### src/rtl/qr_input_buffer.sv
// Ping-pong RE capture buffer feeding the QR core one column per beat.
// Optional build macro: QRIB_STATS_EN adds the o_re_cnt delivered-RE counter.
module qr_input_buffer #(
  parameter int DW         = 48,
  parameter int RE_PER_GRP = 10
) (
  input  logic            i_clk,
  input  logic            i_rst,
  input  logic            i_trig,
  input  logic [DW-1:0]   i_data,
  input  logic            i_rdy,
  output logic            o_vld,
  output logic [4*DW-1:0] o_col,
  output logic [2:0]      o_col_idx,
  output logic            o_re_last,
  output logic            o_grp_last,
`ifdef QRIB_STATS_EN
  output logic [15:0]     o_re_cnt,
`endif
  output logic            o_ovf
);

  localparam int GW = (RE_PER_GRP > 1) ? $clog2(RE_PER_GRP) : 1;
  localparam logic [GW-1:0] GRP_MAX = GW'(RE_PER_GRP - 1);

  typedef enum logic {IDLE, SEND} state_t;

  state_t      state;
  logic [4:0]  wcnt;
  logic        wsel;
  logic        rsel;
  logic [1:0]  full;
  logic [1:0]  full_nxt;
  logic [2:0]  bcnt;
  logic [GW-1:0] grp_cnt;

  logic [DW-1:0] mem [0:39];

  logic       free_now;
  logic       wr_ok;
  logic       wr_last;
  logic [5:0] waddr;

  assign free_now = (state == SEND) && i_rdy && (bcnt == 3'd4);
  // The buffer being released this cycle may take a new word immediately.
  assign wr_ok    = i_trig && (!full[wsel] || (free_now && (rsel == wsel)));
  assign wr_last  = wr_ok && (wcnt == 5'd19);
  assign waddr    = {1'b0, wcnt} + (wsel ? 6'd20 : 6'd0);

  always_comb begin
    full_nxt = full;
    if (free_now) full_nxt[rsel] = 1'b0;
    if (wr_last)  full_nxt[wsel] = 1'b1;
  end

  always_ff @(posedge i_clk) begin
    if (wr_ok) mem[waddr] <= i_data;
  end

  always_ff @(posedge i_clk or posedge i_rst) begin
    if (i_rst) begin
      wcnt  <= '0;
      wsel  <= 1'b0;
      full  <= '0;
      o_ovf <= 1'b0;
    end else begin
      full <= full_nxt;
      if (wr_ok) begin
        if (wcnt == 5'd19) begin
          wcnt <= '0;
          wsel <= ~wsel;
        end else begin
          wcnt <= wcnt + 5'd1;
        end
      end
      if (i_trig && !wr_ok) o_ovf <= 1'b1;
    end
  end

  // Reader looks at next-cycle full flags so o_vld rises right after word 19.
  always_ff @(posedge i_clk or posedge i_rst) begin
    if (i_rst) begin
      state    <= IDLE;
      bcnt     <= '0;
      rsel     <= 1'b0;
      grp_cnt  <= '0;
`ifdef QRIB_STATS_EN
      o_re_cnt <= '0;
`endif
    end else begin
      case (state)
        IDLE: begin
          bcnt <= '0;
          if (full_nxt[rsel]) state <= SEND;
        end
        SEND: begin
          if (i_rdy) begin
            if (bcnt == 3'd4) begin
              bcnt    <= '0;
              rsel    <= ~rsel;
              grp_cnt <= (grp_cnt == GRP_MAX) ? '0 : grp_cnt + GW'(1);
`ifdef QRIB_STATS_EN
              o_re_cnt <= o_re_cnt + 16'd1;
`endif
              if (!full_nxt[~rsel]) state <= IDLE;
            end else begin
              bcnt <= bcnt + 3'd1;
            end
          end
        end
        default: state <= IDLE;
      endcase
    end
  end

  assign o_vld      = (state == SEND);
  assign o_col_idx  = bcnt;
  assign o_re_last  = o_vld && (bcnt == 3'd4);
  assign o_grp_last = o_vld && (grp_cnt == GRP_MAX);

  // Column c of an RE is words 4c..4c+3; the y vector (c=4) fits the same rule.
  generate
    for (genvar gi = 0; gi < 4; gi++) begin : g_row
      logic [5:0] raddr;
      assign raddr = (rsel ? 6'd20 : 6'd0) + {1'b0, bcnt, 2'b00} + 6'(gi);
      assign o_col[gi*DW +: DW] = o_vld ? mem[raddr] : '0;
    end
  endgenerate

endmodule

### config.mk
export PLATFORM = sky130hd
export DESIGN_NAME = qr_input_buffer
export DESIGN_NICKNAME = d
export VERILOG_FILES = /design/src/rtl/qr_input_buffer.sv
export SDC_FILE = /design/constraint.sdc
export NUM_CORES = 2
export LEC_CHECK = 0
export ABC_CLOCK_PERIOD_IN_PS = 6200
export CORE_ASPECT_RATIO = 1.5
export CORE_UTILIZATION = 29
export CTS_CLUSTER_DIAMETER = 50
export DETAILED_ROUTE_END_ITERATION = 10
export HOLD_SLACK_MARGIN = 0.1
export PLACE_DENSITY_LB_ADDON = 0.1
export SLEW_MARGIN = 5
export SYNTH_ARGS = -nofsm -noshare
export SYNTH_HDL_FRONTEND = slang
export SYNTH_SLANG_ARGS = --single-unit
### constraint.sdc
create_clock -name i_clk -period 6.2 [get_ports i_clk]
set_input_delay 0.62 -clock i_clk [delete_from_list [all_inputs] [get_ports i_clk]]
set_output_delay 0.62 -clock i_clk [all_outputs]
set_load 0.1 [all_outputs]
Yosys cells after proc, flatten, opt, wreduce, memory -nomap -nowiden
Memories as Yosys holds them, arrays and structs flattened.
Index checks and enable logic that the tools add are counted.
Storage, ports and cells
  register bits after elaboration: 18
  memories kept: 1
  RAM bits: 1920
  logic and storage cells: 78
Memory list
  mem: depth 40, bits a word 48, rd ports 4, clocked after Yosys merged registers in 0, wr ports 1, RTL line 37  | logic [DW-1:0] mem [0:39];
Operators by class
  $lt $le $gt $ge: 5
  add/subtract/negate cells: 8
  reduce and logical (&&, ||, !) cells: 15
  bitwise gates (word level): 6
  muxes and demuxes: 30
  equality and inequality tests: 5
Operators by type and width (number)
  48-bit 2-to-1 mux: 4
  5-bit 2-to-1 mux: 3
  1-bit 2-to-1 mux: 14
  5-bit by 5-bit adder with 6-bit output: 2
  6-bit by 2-bit adder with 6-bit output (second input constant): 2
  1-bit logical AND: 10
  6-bit by 1-bit adder with 6-bit output (second input constant): 1
  1-bit by 2-bit less-than comparator with 1-bit output (second input constant): 3
  3-bit 2-to-1 mux: 2
  3-bit one-hot mux with 2 select lines: 1
  5-bit by 1-bit adder with 5-bit output (second input constant): 1
  5-bit equality test (second input constant): 1
  4-bit by 1-bit adder with 4-bit output (second input constant): 1
  4-bit equality test (second input constant): 1
  2-bit 2-to-1 mux: 2
  4-bit 2-to-1 mux: 1
  3-bit by 1-bit adder with 3-bit output (second input constant): 1
  3-bit equality test (second input constant): 1
  1-bit inverter: 3
  3-bit AND reduction: 1
  2-bit AND: 1
  1-bit demux with 1-bit select: 2
  1-bit >= comparator (second input constant): 2
  1-bit logical NOT: 2
  7 further kinds: 7

Longest topological paths before layout
  depth in word-level cells: 15
  depth in mapped cells: 8
  depth with buffers taken out: 6

Worst setup path after synthesis
Ideal clock, no wire load.
  kind: reg-to-reg
  start point: reg bcnt[0], in the netlist o_col_idx[0]
  end point: mem mem[22][0] (enable)
  required time: 5.746 ns
  cell stages (with the launch flop): 9
  buffers on the path: 2
  slack: 1.767 ns
  clock period less this slack: 4.433 ns
  arrival: 3.979 ns
  cells stage by stage: dfrtp_1 > inv_1 > ha_1 > and4_1 > buf_4 > a21bo_4 > buf_6 > nand4_2 > nor2_1
Between the ends
  word-level cells in the longest chain between the ends: 7
Ends and longest elaborated chain
  from (decl): RTL line 34  | logic [2:0] bcnt;
  from (signal assigned): RTL line 107  | bcnt <= bcnt + 3'd1;
  3-bit equality test: RTL line 44  | assign free_now = (state == SEND) && i_rdy && (bcnt == 3'd4);
  1-bit logical AND: RTL line 44
  1-bit logical AND: RTL line 46  | assign wr_ok = i_trig && (!full[wsel] || (free_now && (rsel == wsel)));
  1-bit logical OR: RTL line 46
  1-bit logical AND: RTL line 46
  1-bit 2-to-1 mux: RTL line 57  | if (wr_ok) mem[waddr] <= i_data;
  1-bit 2-to-1 mux (implied by the code): RTL line 57
  to (decl): RTL line 37
No other way between the ends.

Final worst setup path
  start point: reg rsel
  end point: out o_col[89]
Between the ends
  word-level cells in the longest chain between the ends: 5
Ends and longest elaborated chain
  from (decl): RTL line 31  | logic rsel;
  from (signal assigned): RTL line 100  | rsel <= ~rsel;
  5-bit 2-to-1 mux: RTL line 125  | assign raddr = (rsel ? 6'd20 : 6'd0) + {1'b0, bcnt, 2'b00} + 6'(gi);
  5-bit by 5-bit adder with 6-bit output: RTL line 125
  6-bit by 1-bit adder with 6-bit output: RTL line 125
  memory read 40 x 48 bit
  48-bit 2-to-1 mux: RTL line 126  | assign o_col[gi*DW +: DW] = o_vld ? mem[raddr] : '0;
  to (decl): RTL line 13  | output logic [4*DW-1:0] o_col,
No other way between the ends.

==> out/summary.txt <==
Status = finished clean
FF-to-FF End = mem[19][29]$_DFFE_PP_
Reg2Reg Depth = 5
Post-synthesis mux area share = 0.147
Routability congestion estimate = 0.694
Layout Cells excl Fill = 7302
Gr usage total = 0.172
Vias per inst = 4.92
Final net count = 3884
# hold bufs at CTS = 0
Fraction of layout cells with a size suffix above 1 = 0.266
CTS tree = yes
Post-synthesis async set-or-reset flop share = 0.00929
Total congestion overflow = 0
Final core occ = 0.343
Crit path time final = 5.54 ns
Drt total wl = 222000 um
Post-route DRC = 0
Commonest non-fill, non-tap cell in the layout = edfxtp_1
Pre-antenna DRT Iters = 5
Initial antenna violation count = 16
Largest family of logic cells by synthesized area = multiplexers
Setup CP Type = flip-flop to output pin
Pin count of the biggest net entering global routing = 110
Fin Hold WS = 0.351 ns
Register area share after synthesis = 0.786
Row Count = 226
Clock buffer depth = 4
Crit. End Element = output pin
Hpwl dp = 121000 um
Avg Inst Size Synth = 21.5 um^2
Top_reg_cell synth = edfxtp_1
DIE AREA = 0.257 mm^2
Fin Clk Skew = 0.0517 ns
Placed Cells = 6923
Crit Path Max Fanout = 21
Total negative slack = 0 ns
Worst endpoint required time = 5.58 ns
Slew HR = 0.223
Synth Area in Compound Gates = 0.0317
Initial core utilization = 0.292
Synthesized area = 0.0739 mm^2
Max Freq = 180 MHz
# clock sinks = 1938
Netlist cell types = 42
Post-synthesis register bit count = 1938
Clk Latency, worst-skew pair = 0.86 ns
Post-synthesis xor/xnor area fraction = 0.000711
Post-synthesis simple-gate area fraction = 0.0162
Post-Synth Adder-Cell Area = 0.00152
RR Startpoint = o_vld$_DFF_PP0_
R2r setup slk = 2.15 ns
Post-DRT Antenna Nets = 0
Iter 0 DRT Violations = 2790
CTS H-tree lvls = 4
Period utilisation layout = 0.894
CP arrival = 4.92 ns
Buffer count from post-CTS setup fixing = 0
Worst Hold Class = input port to async pin
CTS resizes = 0
CTS root buf = clkbuf_16
Clock-pin slew on the worst setup and hold paths = 0.06 ns
Vias in the first global route = 38700
Num ports = 251
First-pass GRT wire length = 311000 um
Final setup viols = 0
Most frequent cells in the layout = edfxtp_1, mux4_2, clkbuf_16, buf_4, o21ai_0
Hold Vio Cnt, Final = 0
Wire per inst = 30.4 um
Total CTS buffers = 204
Pins over their slew limit = 0
Core area = 0.253 mm^2
Syn nets = 3503
Die Width = 414 um
Vias = 36000
Post-Synthesis Cells = 3442
Max cap viols = 0
YS warnings = 0
Actual slew at the worst max-slew pin = 1.17 ns
Unrepaired setup endpoints after global routing = no
Crit path launch type = flip-flop
EDFF count, synth = 1920
Area growth from synthesis to layout = 17.5%
Port bufs = 250
Die Ht = 620 um
[state kept, by name, summed over array words and instances (netlist names)]
| register | count |
|---|---|
| full | 2 |
| grp_cnt | 4 |
| mem | 1920 |
| o_col_idx | 3 |
| o_ovf | 1 |
| o_vld | 1 |
| rsel | 1 |
| wcnt | 5 |
| wsel | 1 |
[cell usage after synthesis, types with 12 or more instances]
library cell	n	area share
mux2_1	125	0.019
buf_2	93	0.0063
buf_4	12	0.0012
o22ai_1	192	0.016
buf_6	41	0.0062
nor2_1	239	0.012
o21ai_0	202	0.014
mux4_2	384	0.12
edfxtp_1	1920	0.78
mux2_2	72	0.011
clkbuf_1	50	0.0025
nand2_1	19	0.00096
dfrtp_1	18	0.0061
[layout make-up]
class	count	area, um^2
antenna	14	35.0
clock buffer	248	5340
clock inverter	117	1020
fill	23600	166000
inverter	7	26.3
multi-input combinational	1299	14900
sequential	1938	58100
tap	3306	4140
timing repair buffer	373	3300
[per-stage QoR]
step / setup WS [ns] / cell area, um^2
6_report: 0.655 / 86900
5_1_grt: 0.377 / 86900
4_1_cts: 0.485 / 86900
3_5_place_dp: 1.43 / 80500
3_3_place_gp: 1.50 / 80500
2_1_floorplan: 1.77 / 73900
[worst max path at each step]
stage,start,to,slack (ns),depth (start not counted)
2_1_floorplan,o_col_idx[0]$_DFFE_PP0P_,mem[22][0]$_DFFE_PP_,1.77,8
3_3_place_gp,rsel$_DFFE_PP0P_,o_col[141],1.50,7
3_5_place_dp,rsel$_DFFE_PP0P_,o_col[141],1.43,7
4_1_cts,rsel$_DFFE_PP0P_,o_col[141],0.49,7
5_1_grt,rsel$_DFFE_PP0P_,o_col[89],0.38,7
6_report,rsel$_DFFE_PP0P_,o_col[89],0.66,7
[kinds of logic after synthesis]
group	count (synthesis)
adder cells (fa/ha/maj)	9
buffers and inverters	205
AO/OA/AOI/OAI	410
multiplexers	583
AND/OR/NAND/NOR	291
XOR/XNOR	6
flip-flops	1938
[metal layers]
layer / global-route usage / routed length, um / part of all wire
met1: 0.224 / 95000 / 0.43
met4: 0.0381 / 4250 / 0.019
met2: 0.302 / 113000 / 0.51
met3: 0.0240 / 9650 / 0.043
met5: 0 / 0 / 0
[critical path, cell delays in order (launching register included)]
cell and delay (ns):
dfrtp_1 0.52, ha_1 0.44, xor2_1 0.30, a311o_2 0.52, buf_4 0.49, o22ai_1 0.20
nor2_1 0.37, clkdlybuf4s50_1 1.22
Power is not shown: default switching activity piles up to over one toggle a cycle in this logic, so the estimate is an artifact.
